`src/rtl/power_averager.sv`:
```
// Mean I^2+Q^2 power over a 2^LOG2_N sample window, with a full-scale clip flag.
// Build option: define POWER_AVG_PEAK_EN to add the per-window peak power output.
module power_averager #(
  parameter int LOG2_N = 10
) (
  input  logic        clk,
  input  logic        rst_n,
  input  logic [15:0] i_i,
  input  logic [15:0] q_i,
  input  logic        valid_i,
  input  logic        clear_i,
  output logic [31:0] power_o,
  output logic        clip_o,
  output logic        valid_o,
  output logic [31:0] peak_o
);

  localparam int ACC_W = 32 + LOG2_N;

  // S1: squares and per-sample clip detect
  logic signed [30:0] i_ext, q_ext;
  logic [30:0] sq_i_d, sq_q_d, sq_i_q, sq_q_q;
  logic        s1_clip_d, s1_clip_q, s1_valid_d, s1_valid_q;

  // Squares never exceed 2^30, so the low 31 bits of the signed product are exact.
  assign i_ext  = {{15{i_i[15]}}, i_i};
  assign q_ext  = {{15{q_i[15]}}, q_i};
  assign sq_i_d = i_ext * i_ext;
  assign sq_q_d = q_ext * q_ext;
  assign s1_clip_d = (i_i == 16'h8000) || (i_i == 16'h7FFF) ||
                     (q_i == 16'h8000) || (q_i == 16'h7FFF);
  assign s1_valid_d = valid_i && !clear_i;

  always_ff @(posedge clk or negedge rst_n) begin
    if (!rst_n) begin
      sq_i_q     <= '0;
      sq_q_q     <= '0;
      s1_clip_q  <= 1'b0;
      s1_valid_q <= 1'b0;
    end else begin
      sq_i_q     <= sq_i_d;
      sq_q_q     <= sq_q_d;
      s1_clip_q  <= s1_clip_d;
      s1_valid_q <= s1_valid_d;
    end
  end

  // S2: per-sample power
  logic [31:0] p_d, p_q;
  logic        s2_clip_q, s2_valid_d, s2_valid_q;

  assign p_d        = {1'b0, sq_i_q} + {1'b0, sq_q_q};
  assign s2_valid_d = s1_valid_q && !clear_i;

  always_ff @(posedge clk or negedge rst_n) begin
    if (!rst_n) begin
      p_q        <= '0;
      s2_clip_q  <= 1'b0;
      s2_valid_q <= 1'b0;
    end else begin
      p_q        <= p_d;
      s2_clip_q  <= s1_clip_q;
      s2_valid_q <= s2_valid_d;
    end
  end

  // S3: window accumulation
  logic             last_w;
  logic             win_end;
  logic [ACC_W-1:0] sum_w, acc_d, acc_q;
  logic             sticky_d, sticky_q;
  logic [31:0]      power_d, power_q;
  logic             clip_d, clip_q;
  logic             valid_d, valid_q;

  generate
    if (LOG2_N > 0) begin : g_cnt
      logic [LOG2_N-1:0] cnt_d, cnt_q;

      always_comb begin
        cnt_d = cnt_q;
        if (clear_i)
          cnt_d = '0;
        else if (s2_valid_q)
          cnt_d = cnt_q + 1'b1;
      end

      assign last_w = &cnt_q;

      always_ff @(posedge clk or negedge rst_n) begin
        if (!rst_n)
          cnt_q <= '0;
        else
          cnt_q <= cnt_d;
      end
    end else begin : g_no_cnt
      assign last_w = 1'b1;
    end
  endgenerate

  assign win_end = s2_valid_q && last_w && !clear_i;
  assign sum_w   = acc_q + ACC_W'(p_q);

  always_comb begin
    acc_d    = acc_q;
    sticky_d = sticky_q;
    if (clear_i) begin
      acc_d    = '0;
      sticky_d = 1'b0;
    end else if (s2_valid_q) begin
      acc_d    = last_w ? '0 : sum_w;
      sticky_d = last_w ? 1'b0 : (sticky_q | s2_clip_q);
    end
  end

  assign power_d = win_end ? sum_w[LOG2_N +: 32] : power_q;
  assign clip_d  = win_end ? (sticky_q | s2_clip_q) : clip_q;
  assign valid_d = win_end;

  always_ff @(posedge clk or negedge rst_n) begin
    if (!rst_n) begin
      acc_q    <= '0;
      sticky_q <= 1'b0;
      power_q  <= '0;
      clip_q   <= 1'b0;
      valid_q  <= 1'b0;
    end else begin
      acc_q    <= acc_d;
      sticky_q <= sticky_d;
      power_q  <= power_d;
      clip_q   <= clip_d;
      valid_q  <= valid_d;
    end
  end

  assign power_o = power_q;
  assign clip_o  = clip_q;
  assign valid_o = valid_q;

`ifdef POWER_AVG_PEAK_EN
  logic [31:0] peak_max, peak_d, peak_q, peak_out_d, peak_out_q;

  assign peak_max = (p_q > peak_q) ? p_q : peak_q;

  always_comb begin
    peak_d = peak_q;
    if (clear_i)
      peak_d = '0;
    else if (s2_valid_q)
      peak_d = last_w ? '0 : peak_max;
  end

  assign peak_out_d = win_end ? peak_max : peak_out_q;

  always_ff @(posedge clk or negedge rst_n) begin
    if (!rst_n) begin
      peak_q     <= '0;
      peak_out_q <= '0;
    end else begin
      peak_q     <= peak_d;
      peak_out_q <= peak_out_d;
    end
  end

  assign peak_o = peak_out_q;
`else
  assign peak_o = '0;
`endif

endmodule

```
`config.mk`:
```
export PLATFORM = sky130hd
export DESIGN_NAME = power_averager
export DESIGN_NICKNAME = d
export VERILOG_FILES = /design/src/rtl/power_averager.sv
export SDC_FILE = /design/constraint.sdc
export NUM_CORES = 2
export LEC_CHECK = 0
export ABC_AREA = 1
export CELL_PAD_IN_SITES_DETAIL_PLACEMENT = 1
export CELL_PAD_IN_SITES_GLOBAL_PLACEMENT = 2
export CORE_MARGIN = 2
export CORE_UTILIZATION = 39
export CTS_CLUSTER_DIAMETER = 60
export CTS_CLUSTER_SIZE = 30
export DETAILED_ROUTE_END_ITERATION = 10
export GPL_TIMING_DRIVEN = 0
export PLACE_DENSITY = 0.95
export REMOVE_ABC_BUFFERS = 1
export SLEW_MARGIN = 15
export SYNTH_ARGS = -nofsm -noshare
export SYNTH_HDL_FRONTEND = slang
export SYNTH_SLANG_ARGS = --single-unit
```
`constraint.sdc`:
```
create_clock -name clk -period 2.31 [get_ports clk]
set_input_delay 0.3465 -clock clk [delete_from_list [all_inputs] [get_ports clk]]
set_output_delay 0.3465 -clock clk [all_outputs]
set_load 0.02 [all_outputs]
```
# Word-level counts from Yosys, hierarchy flattened
# Index checks and enable logic that the tools add are counted.
# word_totals
reg_bits	185
output_inout_bits	66
# op_classes
addsub	3
mul	2
n_eq_ne	4
mux	8
bitwise_logic	1
n_reduce_logical	10
# ops
operator	n
$mux 42	3
$mul 16x16->31	2
$add 42x32->42	1
$add 31x31->32	1
$eq 16x15->1 const B	2
$eq 16x16->1 const B	2
$mux 10	2
$add 10x1->10 const B	1
$reduce_and 10->1	1
$logic_and 1x1->1	4
$logic_or 1x1->1	3
$mux 1	3
$reduce_bool 2->1	1
$logic_not 1->1	1
$or 1x1->1	1

# Logic depth before layout (Yosys ltp)
# depth
word_depth	4
mapped_depth	26
ltp_nobuf	24

# Least setup slack after synthesis
# OpenSTA, ideal clock, no wires.
# synth_path
kind	input to register
start	input port i_i[15]
end	register sq_i_q[30]
setup_time_ns	0.117
arrival_ns	5.466
required_ns	2.193
slack_ns	-3.273
path_stages	21
path_cell_list	clkbuf_1 -> buf_1 -> nand2_1 -> fa_1 -> inv_1 -> fa_1 -> inv_1 -> fa_1 -> fa_1 -> fa_1 -> fa_1 -> inv_1 -> ha_1 -> nand2_1 -> inv_1 -> a21oi_1 -> o21ai_0 -> a21oi_1 -> nand2_1 -> nand3_1 -> nand2_1
# synth_via
elab_chain_len	1
# synth_lines
element	line	source
start: declaration	8	input logic [15:0] i_i,
$mul 16x16->31	28	assign sq_i_d = i_ext * i_ext;
net sq_i_d[30]	22	logic [30:0] sq_i_d, sq_q_d, sq_i_q, sq_q_q;
end signal: assignment	41	sq_i_q <= sq_i_d;
end: declaration	22	
# The timed path passes the listed nets, and every way through them passes these cells.
# A chain may end at the register's enable or synchronous reset.

# Worst setup path after layout
# layout_path
start	input port q_i[15]
end	register sq_q_q[27]
# layout_via
elab_chain_len	1
# layout_lines
element	line	source
start: declaration	9	input logic [15:0] q_i,
$mul 16x16->31	29	assign sq_q_d = q_ext * q_ext;
net sq_q_d[27]	22	
end signal: assignment	42	sq_q_q <= sq_q_d;
end: declaration	22	
# The timed path passes the listed nets, and every way through them passes these cells.

==> metrics.md <==
| Metric | Value |
|---|---|
| Crit path buf inv count | `6` |
| Slowest cell on crit path | `fa_2` |
| All-Layer GR Usage | `0.2419` |
| CP arrival | `5630 ps` |
| CP startpoint kind | `input port` |
| Post-synth EDFFs | `0` |
| Area Overhead vs Synth | `24.98%` |
| Synthesized cell area | `29210 sq um` |
| Yosys cell types | `47` |
| Fin. Hold Viols | `0` |
| Clk slew on worst S/H paths | `70 ps` |
| Routed WL per cell | `21.35 um` |
| DIE AREA | `77110 sq um` |
| Clk buf depth | `2` |
| Failing checks | `setup timing` |
| Top delay family on crit path | `adder cells` |
| Final Max Tran Viols | `0` |
| Synthesized netlist cell count | `3754` |
| Worst Hold Slack | `107.2 ps` |
| H-Tree Depth | `4` |
| Starting DRT DRC Count | `1409` |
| Vias per cell | `5.234` |
| Post-layout nets | `4665` |
| Max cap viols | `0` |
| Yosys warnings | `0` |
| Layout Skew | `21.16 ps` |
| Min Tclk post-route | `5245 ps` |
| Detailed-route wire length | `105000 um` |
| Clock Latency Late Sink | `470 ps` |
| Clk sinks | `183` |
| Row cnt | `100` |
| Grt ovf | `0` |
| Die Y | `277.7 um` |
| Final WS setup | `-2935 ps` |
| Initial Util | `0.3931` |
| Final worst-path cycle share | `2.271` |
| Post-DP HPWL | `69260 um` |
| Seq/Total Area, Yosys | `0.1568` |
| Fmax | `190.7 MHz` |
| Register bit total from synthesis | `183` |
| Antenna-violating nets left | `0` |
| IO Count | `102` |
| Final Wtd Congestion | `0.8817` |
| Place WS | `-4790 ps` |
| Worst slew margin | `0.4559` |
| First-pass GRT wire length | `146900 um` |
| RSZ-0062 raised after global routing | `true` |
| Core box area | `74320 sq um` |
| Final setup vio count | `57` |
| Hold Crit Class | `in2reg` |
| Input/output buffers | `69` |
| DR pass1 iterations | `5` |
| Pin count of the biggest net entering global routing | `112` |
| Number of CTS-inserted buffers | `17` |
| Crit. End Element | `register` |
| CP Class | `in2reg` |
| DRC violation count after routing | `0` |
| Slew @ Worst Pin | `808.7 ps` |
| Worst Path Max Fanout | `6` |
| Initial antenna violation count | `1` |
| Ys async rst share | `1.000` |
| Die Width | `277.7 um` |
| CTS tree | `built` |
| Vias in the first global route | `27940` |
| Antenna Diode Count | `0` |
| Clock root cell | `clkbuf_16` |
| Crit-path cells | `buf_16, nand2_4, inv_4, fa_2, inv_2, fa_2, clkinv_4, fa_1, fa_1, fa_1, inv_1, fa_1, inv_1, ha_4, nand2_4, nor2_4, nand2_1, nor4_2, nand2_1, nand3_2, xor2_2` |
| Outcome | `finished, violations left` |
| Layout cells sized above 1 | `0.2042` |
| CP Data Required Time | `2690 ps` |
| Synth Flop Type | `dfrtp_1` |
| Vias | `25740` |
| Worst path most repeated cell | `fa_1` |
| Largest stage delay on the critical path | `640 ps` |
| Avg Cell Area, Syn | `7.782 sq um` |
==> registers in the layout (all words and copies together), names as in the netlist <==
| signal | cells |
|---|---|
| acc_q | 42 |
| clip_o | 1 |
| g_cnt.cnt_q | 10 |
| p_q | 32 |
| power_o | 32 |
| s1_clip_q | 1 |
| s1_valid_q | 1 |
| s2_clip_q | 1 |
| s2_valid_q | 1 |
| sq_i_q | 30 |
| sq_q_q | 30 |
| sticky_q | 1 |
| valid_o | 1 |
==> synth_stat cells (2+ instances only) <==
library cell	number	area, sq um
a21boi_0	4	30.03
a21o_1	16	120.1
a21oi_1	119	595.6
a22o_1	3	26.28
a31o_2	5	43.79
a31oi_1	8	50.05
and3_1	4	25.02
buf_1	11	41.29
buf_2	10	50.05
buf_4	33	247.7
clkbuf_1	60	225.2
dfrtp_1	183	4579
fa_1	461	9229
ha_1	233	2915
inv_1	982	3686
inv_2	2	7.510
nand2_1	938	3521
nand3_1	151	755.7
nand3b_1	17	127.6
nand4_1	41	256.5
nor2_1	203	762.0
nor2_2	2	12.51
nor3_1	31	155.2
nor4_1	11	68.82
o211ai_1	3	22.52
o21a_1	2	15.01
o21ai_0	64	320.3
o21ai_1	5	25.02
o21bai_1	18	135.1
or2_2	5	31.28
xnor2_1	32	280.3
xor2_1	82	718.2
==> worst paths after layout <==
kind | end | startpoint | cells after the start | slack, ps
setup / recovery | sq_q_q[27] | q_i[15] | 21 | -2940
hold / removal | sq_q_q[0] | q_i[0] | 1 | 110
setup reg to reg | p_q[21] | sq_i_q[16] | 10 | -190
hold reg to reg | s2_clip_q | s1_clip_q | 0 | 350
max in group asynchronous | p_q[29] | rst_n | 3 | 880
min in group asynchronous | acc_q[41] | rst_n | 2 | 420
==> cell usage in the layout, fill, tap and decap left out, types with 80 or more instances in the layout <==
cell / count
ha_1: 168
nand2_1: 791
fa_1: 425
inv_2: 80
nand3_1: 127
inv_1: 885
nor2_1: 140
buf_4: 131
nand2_2: 84
dfrtp_1: 182
==> cells by family after synthesis <==
kind of cell,after synthesis,synth area share
DFF,183,0.1568
other,1,0.0001284
AOI/OAI and AO/OA,252,0.04878
and+or+nand+nor,1410,0.1980
muxes,1,0.0003854
buffers and inverters,1099,0.1461
adders and majority gates,694,0.4157
xor gates and xnor gates,114,0.03418
==> through the flow <==
step                      setup TNS [ps]    util  instances  area [sq um]
final                            -121080  0.4913       4917         36510
after detailed placement         -248140  0.4134       4710         30730
after global placement          -1530750  0.4125       4708         30660
after global routing             -126430  0.4913       4917         36510
after CTS                        -109780  0.4653       4840         34580
after floorplan                  -116780       -       3670         28760
==> layout make-up <==
cell class | count | area, sq um
Fill cell | 8758 | 37810
Tap cell | 969 | 1212
Inverter | 984 | 3774
Timing Repair Buffer | 244 | 2885
Clock inverter | 12 | 117.6
Sequential cell | 183 | 4581
Clock buffer | 20 | 446.7
Multi-Input combinational cell | 2505 | 23500
==> layer usage <==
layer | track usage | vias up | share of wire
met1 | 0.2875 | 13070 | 0.38
met2 | 0.4469 | 858 | 0.52
met3 | 0.03234 | 375 | 0.044
met4 | 0.08094 | 2 | 0.051
li1 | - | 11430 | -
met5 | 0 | - | 0.00012
==> repair_timing <==
item / CTS / global route
gates resized for setup: 801 / 317
endpoints found under the hold margin: 72 / 0
setup buffers: 91 / 73
cloned: 6 / 4
endpoints found under the setup margin: 103 / 117
pin swaps: 153 / 180
hold buffers: 1 / 0
Power is left out: the tool's default activity adds up to more than one toggle a clock period on the data nets, which glitch-free logic cannot reach.
